$ cat src/rtl/ahb_arb_pkg.sv
// ahb_arb_pkg
// Shared AHB encodings and helpers for the memory-subsystem bus arbiter.
// Holds the HTRANS and HBURST encodings and burst_len(), which maps a burst
// type onto its beat count. INCR is treated as a run of single beats.
// Configuration macro used by the arbiter: AHB_ARB_FIXED_PRIO_EN.

package ahb_arb_pkg;

  typedef enum logic [1:0] {
    HTRANS_IDLE   = 2'b00,
    HTRANS_BUSY   = 2'b01,
    HTRANS_NONSEQ = 2'b10,
    HTRANS_SEQ    = 2'b11
  } htrans_e;

  typedef enum logic [2:0] {
    HBURST_SINGLE = 3'b000,
    HBURST_INCR   = 3'b001,
    HBURST_WRAP4  = 3'b010,
    HBURST_INCR4  = 3'b011,
    HBURST_WRAP8  = 3'b100,
    HBURST_INCR8  = 3'b101,
    HBURST_WRAP16 = 3'b110,
    HBURST_INCR16 = 3'b111
  } hburst_e;

  localparam int BurstCntW = 5;

  // Undefined-length INCR bursts count as one beat so the owner can be
  // pre-empted after any accepted transfer.
  function automatic logic [BurstCntW-1:0] burst_len(input logic [2:0] hburst);
    logic [BurstCntW-1:0] len;
    case (hburst)
      HBURST_WRAP4, HBURST_INCR4:   len = 5'd4;
      HBURST_WRAP8, HBURST_INCR8:   len = 5'd8;
      HBURST_WRAP16, HBURST_INCR16: len = 5'd16;
      default:                      len = 5'd1;
    endcase
    return len;
  endfunction

endpackage

$ cat src/rtl/ahb_arb_picker.sv
// ahb_arb_picker
// Combinational priority encoder that chooses the next bus owner.
// Ports:
//   req   - per-master request vector
//   last  - index of the most recently granted master
//   valid - at least one request is present
//   idx   - index of the chosen master (0 when valid is low)
// Default build: round-robin, scanning upward from last+1 with wrap-around.
// With AHB_ARB_FIXED_PRIO_EN defined: lowest requesting index wins and
// last is ignored.

module ahb_arb_picker #(
  parameter int NUM_MASTERS = 4,
  parameter int MW          = $clog2(NUM_MASTERS)
) (
  input  logic [NUM_MASTERS-1:0] req,
  input  logic [MW-1:0]          last,
  output logic                   valid,
  output logic [MW-1:0]          idx
);

`ifdef AHB_ARB_FIXED_PRIO_EN

  logic unusedLast;
  assign unusedLast = ^last;

  // Fixed priority: the first requester found from index 0 upward wins.
  always_comb begin
    valid = 1'b0;
    idx   = '0;
    for (int k = 0; k < NUM_MASTERS; k++) begin
      if (!valid && req[k]) begin
        valid = 1'b1;
        idx   = MW'(k);
      end
    end
  end

`else

  // Round-robin: the first pass looks at indices above last, the second
  // pass wraps around to indices at or below last. The combined order is
  // last+1, last+2, ... modulo NUM_MASTERS, so the previous owner comes last.
  always_comb begin
    valid = 1'b0;
    idx   = '0;
    for (int k = 0; k < NUM_MASTERS; k++) begin
      if (!valid && req[k] && (k > int'(last))) begin
        valid = 1'b1;
        idx   = MW'(k);
      end
    end
    for (int k = 0; k < NUM_MASTERS; k++) begin
      if (!valid && req[k] && (k <= int'(last))) begin
        valid = 1'b1;
        idx   = MW'(k);
      end
    end
  end

`endif

endmodule

$ cat src/rtl/ahb_arbiter.sv
// ahb_arbiter
// Bus arbiter that shares one AHB memory slave between NUM_MASTERS masters.
// It never breaks fixed-length bursts or locked sequences.
// Ports:
//   hclk, hreset  - bus clock, asynchronous active-high reset
//   hbusreq/hlock - per-master request and lock request
//   htrans/hburst - shared transfer type and burst type (address-phase owner)
//   hready/hresp  - shared transfer-done signal and slave error response
//   hgrant        - one-hot grant
//   hmaster       - address-phase owner index
//   hmaster_data  - data-phase owner index (lags hmaster by one hready cycle)
//   hmastlock     - the current address phase is locked
// All outputs are registered.
// Configuration macro: AHB_ARB_FIXED_PRIO_EN selects fixed priority in the
// picker. The default build uses round-robin.

module ahb_arbiter
  import ahb_arb_pkg::*;
#(
  parameter int NUM_MASTERS = 4,
  parameter int MW          = $clog2(NUM_MASTERS)
) (
  input  logic                   hclk,
  input  logic                   hreset,
  input  logic [NUM_MASTERS-1:0] hbusreq,
  input  logic [NUM_MASTERS-1:0] hlock,
  input  logic [1:0]             htrans,
  input  logic [2:0]             hburst,
  input  logic                   hready,
  input  logic                   hresp,
  output logic [NUM_MASTERS-1:0] hgrant,
  output logic [MW-1:0]          hmaster,
  output logic [MW-1:0]          hmaster_data,
  output logic                   hmastlock
);

  logic [BurstCntW-1:0]   burstCnt_q, burstCnt_d;
  logic [MW-1:0]          last_q, last_d;
  logic [NUM_MASTERS-1:0] hgrant_q, hgrant_d;
  logic [MW-1:0]          hmaster_q, hmaster_d;
  logic [MW-1:0]          hmasterData_q, hmasterData_d;
  logic                   hmastlock_q, hmastlock_d;

  logic          accepted;
  logic          lockHolds;
  logic          rearb;
  logic          pickValid;
  logic [MW-1:0] pickIdx;

  ahb_arb_picker #(
    .NUM_MASTERS(NUM_MASTERS),
    .MW         (MW)
  ) u_picker (
    .req  (hbusreq),
    .last (last_q),
    .valid(pickValid),
    .idx  (pickIdx)
  );

  // Beat counter: loads the remaining beat count on an accepted NONSEQ and
  // counts down on accepted SEQ beats. An ERROR response during a wait state
  // clears it, so the bus is re-arbitrated at the next hready.
  always_comb begin
    accepted   = hready && ((htrans == HTRANS_NONSEQ) || (htrans == HTRANS_SEQ));
    burstCnt_d = burstCnt_q;
    if (hresp && !hready) begin
      burstCnt_d = '0;
    end else if (accepted && (htrans == HTRANS_NONSEQ)) begin
      burstCnt_d = burst_len(hburst) - 5'd1;
    end else if (accepted && (burstCnt_q != '0)) begin
      burstCnt_d = burstCnt_q - 5'd1;
    end
  end

  // Re-arbitration qualification and next owner. The decision uses the
  // counter value after this edge, so the grant moves exactly on the edge
  // that accepts the final beat. With no requester the bus parks on
  // master 0 and last is left alone.
  always_comb begin
    lockHolds     = hlock[hmaster_q] && hbusreq[hmaster_q];
    rearb         = hready && (burstCnt_d == '0) && !lockHolds;
    hgrant_d      = hgrant_q;
    hmaster_d     = hmaster_q;
    hmastlock_d   = hmastlock_q;
    last_d        = last_q;
    hmasterData_d = hready ? hmaster_q : hmasterData_q;
    if (rearb) begin
      hgrant_d = '0;
      if (pickValid) begin
        hgrant_d[pickIdx] = 1'b1;
        hmaster_d         = pickIdx;
        hmastlock_d       = hlock[pickIdx] && hbusreq[pickIdx];
        last_d            = pickIdx;
      end else begin
        hgrant_d[0] = 1'b1;
        hmaster_d   = '0;
        hmastlock_d = 1'b0;
      end
    end
  end

  // State registers. Reset parks the bus on master 0 and discards any burst
  // or lock in progress.
  always_ff @(posedge hclk or posedge hreset) begin
    if (hreset) begin
      burstCnt_q    <= '0;
      last_q        <= '0;
      hgrant_q      <= NUM_MASTERS'(1);
      hmaster_q     <= '0;
      hmasterData_q <= '0;
      hmastlock_q   <= 1'b0;
    end else begin
      burstCnt_q    <= burstCnt_d;
      last_q        <= last_d;
      hgrant_q      <= hgrant_d;
      hmaster_q     <= hmaster_d;
      hmasterData_q <= hmasterData_d;
      hmastlock_q   <= hmastlock_d;
    end
  end

  assign hgrant       = hgrant_q;
  assign hmaster      = hmaster_q;
  assign hmaster_data = hmasterData_q;
  assign hmastlock    = hmastlock_q;

endmodule

$ cat config.mk
export PLATFORM = sky130hd
export DESIGN_NAME = ahb_arbiter
export DESIGN_NICKNAME = d
export VERILOG_FILES = /design/src/rtl/ahb_arb_pkg.sv /design/src/rtl/ahb_arb_picker.sv /design/src/rtl/ahb_arbiter.sv
export SDC_FILE = /design/constraint.sdc
export NUM_CORES = 1
export LEC_CHECK = 0
export ABC_AREA = 1
export CAP_MARGIN = 15
export CORE_MARGIN = 3
export CORE_UTILIZATION = 51
export DETAILED_ROUTE_END_ITERATION = 10
export GPL_ROUTABILITY_DRIVEN = 1
export PLACE_DENSITY = 0.81
export SYNTH_ARGS = -nofsm -noshare
export SYNTH_HDL_FRONTEND = slang
export SYNTH_SLANG_ARGS = --single-unit
$ cat constraint.sdc
create_clock -name hclk -period 4.1 [get_ports hclk]
set_input_delay 0.82 -clock hclk [delete_from_list [all_inputs] [get_ports hclk]]
set_output_delay 0.82 -clock hclk [all_outputs]
set_load 0.02 [all_outputs]
# Word level (Yosys, flattened, before mapping)
# Cells that the tools add are included.
[word_totals]
register_bits = 16
output_inout_bits = 9
word_cells = 95
[op_classes]
add_sub_neg = 2
magnitude_cmp = 9
n_eq_ne = 8
mux = 34
n_reduce_logical = 36
[ops]
columns = ["op", "count"]
rows = [
  ["5-bit 2-to-1 mux", 5],
  ["1-bit logical AND", 21],
  ["1-bit 2-to-1 mux", 15],
  ["5-bit one-hot mux with 3 select lines", 1],
  ["2-bit 2-to-1 mux", 7],
  ["3-bit == test (second input constant)", 4],
  ["5-bit by 1-bit subtractor with 5-bit output (second input constant)", 2],
  ["1-bit binary-select mux with 2-bit select", 4],
  ["1-bit zero test", 8],
  ["3-bit by 2-bit == test with 1-bit output (second input constant)", 2],
  ["2-bit by 3-bit < comparator with 1-bit output (second input constant)", 2],
  ["2-bit OR reduction", 3],
  ["5-bit zero test", 1],
  ["5-bit nonzero test", 1],
  ["2-bit == test (second input constant)", 2],
  ["2-bit > comparator (first input constant)", 2],
  ["2-bit less-or-equal comparator (first input constant)", 2],
  ["3-bit 2-to-1 mux", 1],
  ["1-bit demux with 2-bit select", 1],
  ["2-bit by 1-bit >= comparator with 1-bit output (second input constant)", 1],
  ["1-bit by 2-bit > comparator with 1-bit output (first input constant)", 1],
  ["1-bit by 2-bit less-or-equal comparator with 1-bit output (first input constant)", 1],
  ["2-bit AND reduction", 1],
  ["1-bit logical OR", 1],
]

# Longest topological paths before layout
# Gate-level depths: netlist (run 1).
[logic_depth]
word_depth = 31
ltp_mapped = 14
ltp_nobuf = 14

# Hierarchy
# Synthesis (run 1) repeated with hierarchy kept, for this count alone.
[hier_totals]
hier_cells = 161
hier_area_um2 = 1177.4
[modules_own_cells]
columns = ["mod", "n_inst", "cells_per_inst", "area_per_inst_um2"]
rows = [
  ["ahb_arbiter", 1, 138, 1056.0],
  ["ahb_arb_picker", 1, 23, 121.4],
]

# Worst setup path after synthesis (run 1)
# No wires, ideal clock.
[synth_path]
path_type = "input port to flip-flop"
start = "input hready"
end = "register hgrant_q[1], in the netlist hgrant[1]"
t_arrival_ns = 1.814
required_ns = 3.982
setup_slack_ns = 2.168
stages = 13
path_buffers = 1
path_cell_list = "inv_1 -> nand2_1 -> nand2_1 -> nor2_1 -> o21ai_1 -> nand2_1 -> nor2_1 -> nand2_1 -> nor2_2 -> nand3_2 -> buf_6 -> nand2_1 -> o21ai_2"
[synth_via]
elab_chain_cells = 8
elab_cells_between_ends = 11
[synth_lines]
columns = ["item", "line", "source"]
rows = [
  ["start, declared", "ahb_arbiter.sv:29", "input logic hready,"],
  ["1-bit logical AND", "ahb_arbiter.sv:64", "accepted = hready && ((htrans == HTRANS_NONSEQ) || (htrans == HTRANS_SEQ));"],
  ["1-bit logical AND", "ahb_arbiter.sv:70", "end else if (accepted && (burstCnt_q != '0)) begin"],
  ["5-bit 2-to-1 mux", "ahb_arbiter.sv:70", ""],
  ["5-bit 2-to-1 mux", "ahb_arbiter.sv:68", "end else if (accepted && (htrans == HTRANS_NONSEQ)) begin"],
  ["5-bit 2-to-1 mux", "ahb_arbiter.sv:66", "if (hresp && !hready) begin"],
  ["5-bit zero test", "ahb_arbiter.sv:81", "rearb = hready && (burstCnt_d == '0) && !lockHolds;"],
  ["1-bit logical AND (*) (2 in series)", "ahb_arbiter.sv:81", ""],
  ["end signal, assigned", "ahb_arbiter.sv:115", "hgrant_q <= hgrant_d;"],
  ["end, declared", "ahb_arbiter.sv:39", "logic [NUM_MASTERS-1:0] hgrant_q, hgrant_d;"],
]
# Every way passes the cells marked *; elsewhere a longest branch is shown, timed or not.
# A chain may end at the register's enable or synchronous reset.

# Final worst setup path (run 1)
[layout_path]
start = "input hready"
end = "register last_q[1]"
[layout_via]
elab_chain_cells = 9
elab_cells_between_ends = 12
[layout_lines]
columns = ["item", "line", "source"]
rows = [
  ["1-bit logical AND", "ahb_arbiter.sv:64", ""],
  ["1-bit logical AND", "ahb_arbiter.sv:70", ""],
  ["5-bit 2-to-1 mux", "ahb_arbiter.sv:70", ""],
  ["5-bit 2-to-1 mux", "ahb_arbiter.sv:68", ""],
  ["5-bit 2-to-1 mux (*)", "ahb_arbiter.sv:66", ""],
  ["via burstCnt_d[1]", "ahb_arbiter.sv:37", "logic [BurstCntW-1:0] burstCnt_q, burstCnt_d;"],
  ["5-bit zero test (*)", "ahb_arbiter.sv:81", ""],
  ["1-bit logical AND (*) (2 in series)", "ahb_arbiter.sv:81", ""],
  ["2-bit AND reduction (no line) (*)", "n/a", ""],
  ["end signal, assigned", "ahb_arbiter.sv:114", "last_q <= last_d;"],
  ["end, declared", "ahb_arbiter.sv:38", "logic [MW-1:0] last_q, last_d;"],
]
# The timed path passes the listed nets; every way through them passes the cells marked *.

==> summary.md, run 1 <==
| Metric | Value |
|---|---|
| Overall routing resource usage | 20.1% |
| Synth area leaders | dfrtp_1, nand2_1, nand3_1 |
| Crit path capture type | flop |
| CP most frequent cell | nand2_1 |
| Slowest CP cell | clkdlybuf4s50_1 |
| Vias/cell | ~5.1 |
| Place WS | 1330 ps |
| Final instance area | between 1000 and 1500 sq um |
| FF+latch count, synth | 16 |
| Gpl congestion | roughly 0.83 |
| Root Buffer Master | clkbuf_4 |
| Setup TNS | 0 ps |
| Status | complete, no violations |
| Total gr overflow | 0 |
| Relative slew slack | 58.4% |
| Leakage power | roughly 0.00072 uW |
| Hold buffers post-CTS | 0 |
| Library cells used by synthesis | 19 |
| WP data arrival | 2710 ps |
| Global-route wire length before repair | 3970 microns |
| Largest net degree at the start of global routing | 17 |
| Post-CTS Setup Repair Bufs | 0 |
| Sequential power share | between 30% and 40% |
| Seq/Total Area, Yosys | approximately 40% |
| Vias in the first global route | between 900 and 1000 |
| Die W | slightly above 50 microns |
| Post-cts resize count | 0 |
| Fmax | 0.405 GHz |
| YS warnings | 0 |
| Synth top area share | about 37% |
| Sw Pwr | 322 uW |
| Startpoint Class | primary input |
| Clk Latency, worst-skew pair | between 200 and 300 ps |
| Initial Util | a little under three fifths |
| CP cell instances | clkdlybuf4s50_1 > nand2_1 > inv_1 > nand2_2 > nand2_1 > nand3_1 > nand2_1 > inv_1 > nor2_2 > nand3_2 > inv_1 > nand2_1 > nand2_1 |
| Initial antenna violation count | 0 |
| Final Hold Vio Count | 0 |
| WHS | just under 500 ps |
| Layout Skew | 0.864 ps |
| Dpl hpwl | around 1800 microns |
| VDD IR-drop max | about 0.00035 V |
| Row count | 15 |
| Core area | 1800 sq um |
| Final setup fails | 0 |
| Largest fanout on the critical path | 12 |
| Clk sinks | 16 |
| WL per Instance | 11.0 microns |
| Logic pwr share | roughly 52% |
| Post-DRT Antenna Nets | 0 |
| MaxCap Viol Count | 0 |
| Post-synth top area cell | dfrtp_1 |
| Layout cells sized above 1 | under 10% |
| Number of top-level pins | 26 |
| Clock Pin Slew Worst Setup and Hold Paths | around 90 ps |
| Setup CP Type | primary input to flop |
| Critical path's largest stage delay | about 500 ps |
| CTS tree | done |
| TritonCTS buffer count | 3 |
| Mean post-synth cell area | ~6.7 sq um |
| DR DRC count | 0 |
| Final period util | between 60% and 70% |
| Post-DP Area | approximately 1300 sq um |
| RSZ-0062 raised after global routing | false |
| Final WL | around 2200 microns |
| Syn_nets | about 170 |
| Clk pwr share | about 14% |
| ANT cells | 0 |
| Switch share | 42.5% |
| CP top delay family | simple AND/OR/NAND/NOR gates |
| Pwr dens | roughly 570 nW/um^2 |
| Crit path time final | around 2500 ps |
| Final Max Slew Viols | 0 |
| Vias | just over 1000 |
| CP Buf/Inv Count | 4 |
| Layout area overhead | 29.1% |
| Hold Crit Class | flop to flop |
| Slew @ Worst Pin | just over 600 ps |
| Clock Tree Buf Depth | 2 |
| Worst Path Required | about 4300 ps |
| Post-synthesis cell count | 153 |
| Final net count | between 150 and 200 |
| DR iter-0 viols | between 40 and 50 |
| Filler Cells Inserted | between 150 and 200 |
| PortBufs | 24 |
| Worst setup margin | about 1600 ps |
| Synthesized area | 1020 sq um |
| Die area | ~2600 sq um |
| Die height | slightly above 50 microns |
| Pint | 434 uW |
| TritonRoute pass-1 iters | 4 |
| H-tree depth | 1 |
-- routing by layer --
metal	up-vias	wire (microns)	GRT usage [%]
met4	0	30	8.07
met3	3	170	2.97
met2	42	1090	33.3
met1	463	959	26.1
li1	529	-	-
met5	-	0	0
-- power by group through the flow --
stage	Clock, uW	Combinational, uW	Sequential [uW]
2_1_floorplan	0	217	301
3_3_place_gp	0	379	258
3_5_place_dp	0	392	259
4_1_cts	112	395	256
5_1_grt	118	440	266
6_report	107	393	256
-- flip-flops by register name, summed over array words and instances (netlist names) --
| register | count |
|---|---|
| burstCnt_q | 5 |
| last_q | 2 |
| hmastlock | 1 |
| hmaster | 2 |
| hgrant | 4 |
| hmaster_data | 2 |
-- synthesized netlist by cell type --
cell,n
nand3b_1,2
nand3_2,2
nand4_1,2
dfstp_2,1
inv_1,23
ha_1,1
o21ai_0,3
nor2_1,8
nand2_2,1
nor2_4,1
inv_2,1
nand2_1,67
a21oi_1,1
nor2_2,1
dfrtp_1,15
nand3_1,18
buf_6,1
o21ai_1,1
o21ai_2,4
-- cell usage in the layout (no fill, tap or decap) --
cell | synthesis | final
a21oi_1 | 1 | 1
clkbuf_4 | 0 | 3
clkbuf_8 | 0 | 1
clkdlybuf4s50_1 | 0 | 24
dfrtp_1 | 15 | 15
dfstp_2 | 1 | 1
ha_1 | 1 | 1
inv_1 | 23 | 23
inv_2 | 1 | 1
nand2_1 | 67 | 67
nand2_2 | 1 | 1
nand3_1 | 18 | 18
nand3_2 | 2 | 2
nand3b_1 | 2 | 2
nand4_1 | 2 | 2
nor2_1 | 8 | 8
nor2_2 | 1 | 1
nor2_4 | 1 | 1
o21ai_0 | 3 | 3
o21ai_1 | 1 | 1
o21ai_2 | 4 | 4
-- worst min-delay path, delay by kind of cell (launching register included) --
| kind | cells | cell delay, ps |
|---|---|---|
| DFF | 1 | 350 |
| and+or+nand+nor | 2 | 100 |
-- logic make-up after synthesis --
logic type / Yosys count / synth area share, %
simple gates: 102 / 43.5
buf+inv: 25 / 9.95
flops: 16 / 39.4
compound gates: 9 / 5.90
fa+ha+maj: 1 / 1.23
-- cell type report --
class | count | area [sq um] | share of cell area [%]
flip-flops and latches | 16 | 402 | 30.5
well taps | 25 | 31.3 | 2.38
clock buffers | 4 | 36.3 | 2.76
repair buffers | 24 | 240 | 18.3
multi-input cells | 112 | 515 | 39.2
inverters | 24 | 90.1 | 6.85
-- worst paths after layout --
path                                          from                       to  slack [ps]  cells after the start
setup / recovery                            hready    last_q[1]$_DFFE_PP0P_        1630                     13
hold / removal               hmastlock$_DFFE_PP0P_    hmastlock$_DFFE_PP0P_         480                      2
setup reg to reg           burstCnt_q[0]$_DFF_PP0_    last_q[1]$_DFFE_PP0P_        2030                     14
hold reg to reg              hmastlock$_DFFE_PP0P_    hmastlock$_DFFE_PP0P_         480                      2
max in group asynchronous                   hreset   hmaster[0]$_DFFE_PP0P_        2800                      2
min in group asynchronous                   hreset  burstCnt_q[3]$_DFF_PP0_         900                      2
-- through the flow --
step	utilization [%]	total power [uW]	std cells
after global placement	71.0	637	201
after detailed placement	71.0	650	201
after CTS	73.0	763	205
after floorplan	-	517	153
after global routing	73.0	825	205
final	73.0	756	205
Power figures use the tool's default switching activity.
==> inputs of run 2 (changes only) <==
CORE_UTILIZATION = 48   (was 51)
PLACE_DENSITY = 0.77   (was 0.81)
clock period = 2.3 ns   (was 4.1 ns; I/O delays follow)
==> run 2 against run 1 <==
  * Clock skew increased by 9.2 ps
  * Clock power grew 44%
  * Critical path depth unchanged
  * Global-route usage down 0.18 points
  * Sequential cell count did not move
==> summary.md, run 2 (same netlist as run 1, synthesis figures left out) <==
| Metric | Value |
|---|---|
| Status | complete, no violations (unchanged) |
| WL per Instance | 10.6 microns (was 11.0 microns) |
| Clock Pin Slew Worst Setup and Hold Paths | 80 ps (was 90 ps) |
| Startpoint Class | primary input (unchanged) |
| Clk Latency, worst-skew pair | 290 ps (about the same) |
| Gpl congestion | 0.850 (was 0.835) |
| Hold Crit Class | flop to flop (unchanged) |
| Overall routing resource usage | 19.9% (was 20.1%) |
| Crit path capture type | flop (unchanged) |
| Register-to-Register Path Depth | 14 (unchanged) |
| PortBufs | 24 (unchanged) |
| Fmax | approximately 0.5 GHz |
| Critical R2R Launch | burstCnt_q[0]$_DFF_PP0_ (unchanged) |
| Core area | 1980 sq um (was 1800 sq um) |
| Global-route wire length before repair | 4060 microns (was 3970 microns) |
| Worst Path Required | 2480 ps (was 4340 ps) |
| Initial Util | 51.4% (was 56.5%) |
| Worst min-delay path endpoint | hmastlock$_DFFE_PP0P_ (unchanged) |
| Setup TNS | 0 ps (unchanged) |
| R2R Path End | hgrant[3]$_DFFE_PP0P_ (was last_q[1]$_DFFE_PP0P_) |
| DR iter-0 viols | 22 (was 46) |
| Relative slew slack | 59.3% (was 58.4%) |
| Die W | 52.1 microns (was 50.7 microns) |
| Die height | 52.1 microns (was 50.7 microns) |
| RSZ-0062 raised after global routing | false (unchanged) |
| TritonCTS buffer count | 3 (unchanged) |
| Most frequent cells in the layout | nand2_1, clkdlybuf4s50_1, inv_1, nand3_1, dfrtp_1 (unchanged) |
| Post-CTS Setup Repair Bufs | 0 (unchanged) |
| Vias in the first global route | 1056 (was 960) |
| Clock Tree Buf Depth | 2 (unchanged) |
| Post-cts resize count | 0 (unchanged) |
| Filler Cells Inserted | 178 (was 162) |
| Layout cells sized above 1 | 13.1% (was 8.33%) |
| H-tree depth | 1 (unchanged) |
| R2R Setup Slk | 360 ps (was 2030 ps) |
| Finished Core Util | 70.1% (was 73.0%) |
| TritonRoute pass-1 iters | 5 (was 4) |
| CTS tree | done (unchanged) |
| DR DRC count | 0 (unchanged) |
| Final WL | 2320 microns (was 2250 microns) |
| Max FFs per register | 5 (unchanged) |
| Vias | 1059 (was 1037) |
| Worst min-delay path startpoint | hmastlock$_DFFE_PP0P_ (unchanged) |
| Top reg by flops | burstCnt_q (unchanged) |
| Largest net degree at the start of global routing | 17 (unchanged) |
| Worst hold stages | 2 (unchanged) |
| Crit path time final | ~2000 ps |
| Number of top-level pins | 26 (unchanged) |
| Hold buffers post-CTS | 0 (unchanged) |
| Largest fanout on the critical path | 5 (was 12) |
| Row count | 16 (was 15) |
| Clk sinks | 16 (unchanged) |
| Most common cell after layout, fill and taps aside | nand2_1 (unchanged) |
| Dpl hpwl | 1920 microns (was 1770 microns) |
| Layout area overhead | 36.5% (was 29.1%) |
| Final Max Slew Viols | 0 (unchanged) |
| WP data arrival | 2150 ps (was 2710 ps) |
| Final period util | roughly 86% |
| Final Hold Vio Count | 0 (unchanged) |
| Leakage power | 0.000762 uW (was 0.000718 uW) |
| Setup CP Type | primary input to flop (unchanged) |
| Layout Skew | 10.1 ps (was 0.864 ps) |
| ANT cells | 0 (unchanged) |
| VDD IR-drop max | 0.000663 V (was 0.000347 V) |
| Slew @ Worst Pin | 610 ps (was 623 ps) |
| Vias/cell | 4.86 (was 5.06) |
| Root Buffer Master | clkbuf_4 (unchanged) |
| MaxCap Viol Count | 0 (unchanged) |
| Die area | 2710 sq um (was 2570 sq um) |
| Post-DRT Antenna Nets | 0 (unchanged) |
| Initial antenna violation count | 0 (unchanged) |
| Pwr dens | 976 nW/um^2 (was 575 nW/um^2) |
| Final setup fails | 0 (unchanged) |
| Total gr overflow | 0 (unchanged) |
| Final net count | 210 (was 199) |
==> run 2: cell types whose count changed in the layout (fill, tap and decap cells not counted), sizes merged <==
cell	change
buf	+11
==> run 2: worst max path at each step <==
stage                             from               endpoint  slack (ps)  cells after the start
2_1_floorplan  burstCnt_q[0]$_DFF_PP0_  hgrant[1]$_DFFE_PP0P_         670                     14
3_3_place_gp                    hready  hgrant[3]$_DFFE_PP0P_          80                     13
3_5_place_dp                    hready  hgrant[3]$_DFFE_PP0P_          30                     13
4_1_cts                         hready  hgrant[3]$_DFFE_PP0P_         330                     13
5_1_grt        burstCnt_q[0]$_DFF_PP0_  hgrant[3]$_DFFE_PP0P_         110                     14
6_report                        hready  hgrant[3]$_DFFE_PP0P_         330                     13
==> run 2: metal layers <==
layer	GRT usage [%]	wire length [microns]	up-vias
met5	0	0	-
met4	6.99	38	0
met3	2.87	70	4
met2	39.1	1210	25
met1	20.9	998	482
li1	-	-	548
==> run 2: final cells by class <==
class | count | area [sq um] | area share [%]
multi-input combinational | 112 | 515 | 37.1
sequential | 16 | 402 | 28.9
timing repair buffer | 35 | 323 | 23.2
inverter | 24 | 90.1 | 6.48
tap | 27 | 33.8 | 2.43
clock buffer | 4 | 26.3 | 1.89
==> run 2: power by group <==
group	switching, uW	total (uW)	internal, uW
clock	86.7	154	67.4
combinational	422	744	322
sequential	70.7	459	388
total	579	1360	778
==> run 2: per-stage QoR <==
step                      setup slack (ps)  power (uW)  instances  hold WS, ps  instance area [sq um]
final                                  331        1360        218          485                   1390
after global routing                   108        1480        218          509                   1390
after CTS                              329        1360        218          491                   1390
after detailed placement              30.1        1210        214          468                   1360
after global placement                75.4        1180        214          465                   1360
after floorplan                        666         922        153          373                   1020
==> run 2: critical path: stages <==
cell and delay, ps:
clkdlybuf4s50_1 490, nand2_1 120, inv_1 130, nand2_2 100, nand2_1 80, nand3_1 70, nand2_1 80, nand2_1 60
nor2_2 110, nand3_2 140, buf_4 180, nand2_1 60, o21ai_2 50
==> inputs of run 3 (changes only) <==
REMOVE_ABC_BUFFERS = 1   (was unset)
==> run 3 against run 2 <==
  * Die area did not move
  * Sequential power barely moved
  * Via count rose by 1.9%
==> summary.md, run 3 (same netlist as run 1, synthesis figures left out) <==
| Metric | Value |
|---|---|
| ANT cells | 0 (unchanged) |
| Relative slew slack | 59.1% (was 59.3%) |
| TritonCTS buffer count | 3 (unchanged) |
| TritonRoute pass-1 iters | 4 (was 5) |
| R2R Path End | hgrant[3]$_DFFE_PP0P_ (unchanged) |
| Number of top-level pins | 26 (unchanged) |
| Vias | 1079 (was 1059) |
| Worst min-delay path startpoint | hgrant[2]$_DFFE_PP0P_ (was hmastlock$_DFFE_PP0P_) |
| CP most frequent cell | nand2_1 (unchanged) |
| Startpoint Class | primary input (unchanged) |
| Logic pwr share | 53.3% (was 54.8%) |
| Crit path time final | 1920 ps (was 1970 ps) |
| Layout cells sized above 1 | 13.2% (was 13.1%) |
| Sequential power share | 33.2% (was 33.8%) |
| Initial antenna violation count | 0 (unchanged) |
| Die height | 52.1 microns (unchanged) |
| Final Max Slew Viols | 0 (unchanged) |
| Final setup fails | 0 (unchanged) |
| Final Hold Vio Count | 0 (unchanged) |
| Clk pwr share | 13.5% (was 11.4%) |
| Final WL | 2410 microns (was 2320 microns) |
| Worst Path Required | 2480 ps (about the same) |
| Pint | 806 uW (was 778 uW) |
| Final period util | 83.7% (was 85.6%) |
| Overall routing resource usage | 20.6% (was 19.9%) |
| Worst hold stages | 2 (unchanged) |
| Register-to-Register Path Depth | 14 (unchanged) |
| CP Buf/Inv Count | 2 (was 3) |
| Most common cell after layout, fill and taps aside | nand2_1 (unchanged) |
| Vias/cell | 4.97 (was 4.86) |
| Layout area overhead | 36.7% (was 36.5%) |
| Clock Tree Buf Depth | 2 (unchanged) |
| Slew @ Worst Pin | 613 ps (was 610 ps) |
| Clk sinks | 16 (unchanged) |
| Setup CP Type | primary input to flop (unchanged) |
| Root Buffer Master | clkbuf_4 (unchanged) |
| Row count | 16 (unchanged) |
| Max FFs per register | 5 (unchanged) |
| Post-DP Area | 1360 sq um (about the same) |
| Leakage power | 0.000763 uW (was 0.000762 uW) |
| Largest fanout on the critical path | 5 (unchanged) |
| Clock Pin Slew Worst Setup and Hold Paths | 90 ps (was 80 ps) |
| Worst min-delay path endpoint | hgrant[2]$_DFFE_PP0P_ (was hmastlock$_DFFE_PP0P_) |
| Initial Util | 51.4% (unchanged) |
| DR DRC count | 0 (unchanged) |
| Status | complete, no violations (unchanged) |
| Finished Core Util | 70.3% (was 70.1%) |
| Critical path's largest stage delay | 500 ps (was 490 ps) |
| Top reg by flops | burstCnt_q (unchanged) |
| Crit path capture type | flop (unchanged) |
| DR iter-0 viols | 28 (was 22) |
| GRT Max-Usage Layer | met2 (unchanged) |
| Met2 usage | 37.4% (was 39.1%) |
| Slowest CP cell | clkdlybuf4s50_1 (unchanged) |
| Largest net degree at the start of global routing | 17 (unchanged) |
| RSZ-0062 raised after global routing | false (unchanged) |
| Layout Skew | 6.44 ps (was 10.1 ps) |
| PortBufs | 24 (unchanged) |
| WL per Instance | 11.1 microns (was 10.6 microns) |
| Die W | 52.1 microns (unchanged) |
| H-tree depth | 1 (unchanged) |
| Most frequent cells in the layout | nand2_1, clkdlybuf4s50_1, inv_1, nand3_1, dfrtp_1 (unchanged) |
| Clk Latency, worst-skew pair | 290 ps (about the same) |
| Critical Path Source | hready (unchanged) |
| Critical R2R Launch | burstCnt_q[0]$_DFF_PP0_ (unchanged) |
| Vias in the first global route | 1034 (was 1056) |
| Final net count | 209 (was 210) |
| WP data arrival | 2110 ps (was 2150 ps) |
| R2R Setup Slk | 390 ps (was 360 ps) |
| Switch share | 42.0% (was 42.7%) |
| Final instance area | 1390 sq um (about the same) |
| MaxCap Viol Count | 0 (unchanged) |
| Post-CTS Setup Repair Bufs | 0 (unchanged) |
| GRT met1 Usage | 22.7% (was 20.9%) |
| VDD IR-drop max | 0.000681 V (was 0.000663 V) |
| Hold buffers post-CTS | 0 (unchanged) |
| Total gr overflow | 0 (unchanged) |
| Fmax | 0.520 GHz (was 0.508 GHz) |
| Post-cts resize count | 0 (unchanged) |
| CP top delay family | simple AND/OR/NAND/NOR gates (unchanged) |
| CTS tree | done (unchanged) |
| Post-DRT Antenna Nets | 0 (unchanged) |
| Hold Crit Class | flop to flop (unchanged) |
| Sw Pwr | 583 uW (was 579 uW) |
| Dpl hpwl | 1960 microns (was 1920 microns) |
| Pwr dens | 998 nW/um^2 (was 976 nW/um^2) |
| Core area | 1980 sq um (unchanged) |
| Gpl congestion | 0.799 (was 0.850) |
| Global-route wire length before repair | 4100 microns (was 4060 microns) |
| Grt met3 use | 2.87% (unchanged) |
| Setup TNS | 0 ps (unchanged) |
| CP cell instances | clkdlybuf4s50_1 > nand2_1 > nor2_4 > nor2_1 > o21ai_1 > nand2_1 > nor2_1 > nand2_1 > nor2_2 > nand3_2 > buf_4 > nand2_1 > o21ai_2 (was clkdlybuf4s50_1 > nand2_1 > inv_1 > nand2_2 > nand2_1 > nand3_1 > nand2_1 > nand2_1 > nor2_2 > nand3_2 > buf_4 > nand2_1 > o21ai_2) |
| Die area | 2710 sq um (unchanged) |
run 3: cell types whose count changed in the layout (fill, tap and decap cells not counted):
cell      change
buf_4         -1
clkbuf_8      +1
clkbuf_1      -1
run 3: routing by layer:
layer / vias up / part of all wire (%)
met5: - / 0
li1: 551 / -
met1: 483 / 42
met4: 0 / 2.5
met2: 38 / 51
met3: 7 / 3.9
run 3: tightest hold or removal path, stage by stage, from the launching register on:
cell	delay, ps
dfrtp_1	350
nand2_1	60
o21ai_2	50
run 3: area by class of cell:
cell class / count / area, sq um
multi-input cells: 112 / 515
repair buffers: 34 / 315
flip-flops and latches: 16 / 402
inverters: 24 / 90.1
clock buffers: 4 / 36.3
fillers: 168 / 589
well taps: 27 / 33.8
run 3: stage by stage:
stage	cells	setup WS, ps	hold WS [ps]	power [uW]
after detailed placement	213	61.0	466	1210
after floorplan	152	605	373	914
after CTS	217	373	490	1400
final	217	376	486	1390
after global placement	213	83.1	466	1180
after global routing	217	177	507	1510
run 3: power groups by stage:
stage	Combinational, uW	Clock (uW)	Sequential (uW)
5_1_grt	822	209	476
3_5_place_dp	743	0	465
3_3_place_gp	716	0	462
6_report	741	187	461
2_1_floorplan	378	0	536
4_1_cts	744	194	462
run 3: worst max path at each step:
stage | endpoint | cells after the start | slack [ps]
CTS | hgrant[3]$_DFFE_PP0P_ | 13 | 370
finish | hgrant[3]$_DFFE_PP0P_ | 13 | 380
global placement | hgrant[2]$_DFFE_PP0P_ | 13 | 80
floorplan | last_q[1]$_DFFE_PP0P_ | 14 | 610
global route | hgrant[3]$_DFFE_PP0P_ | 14 | 180
detailed placement | hgrant[3]$_DFFE_PP0P_ | 13 | 60
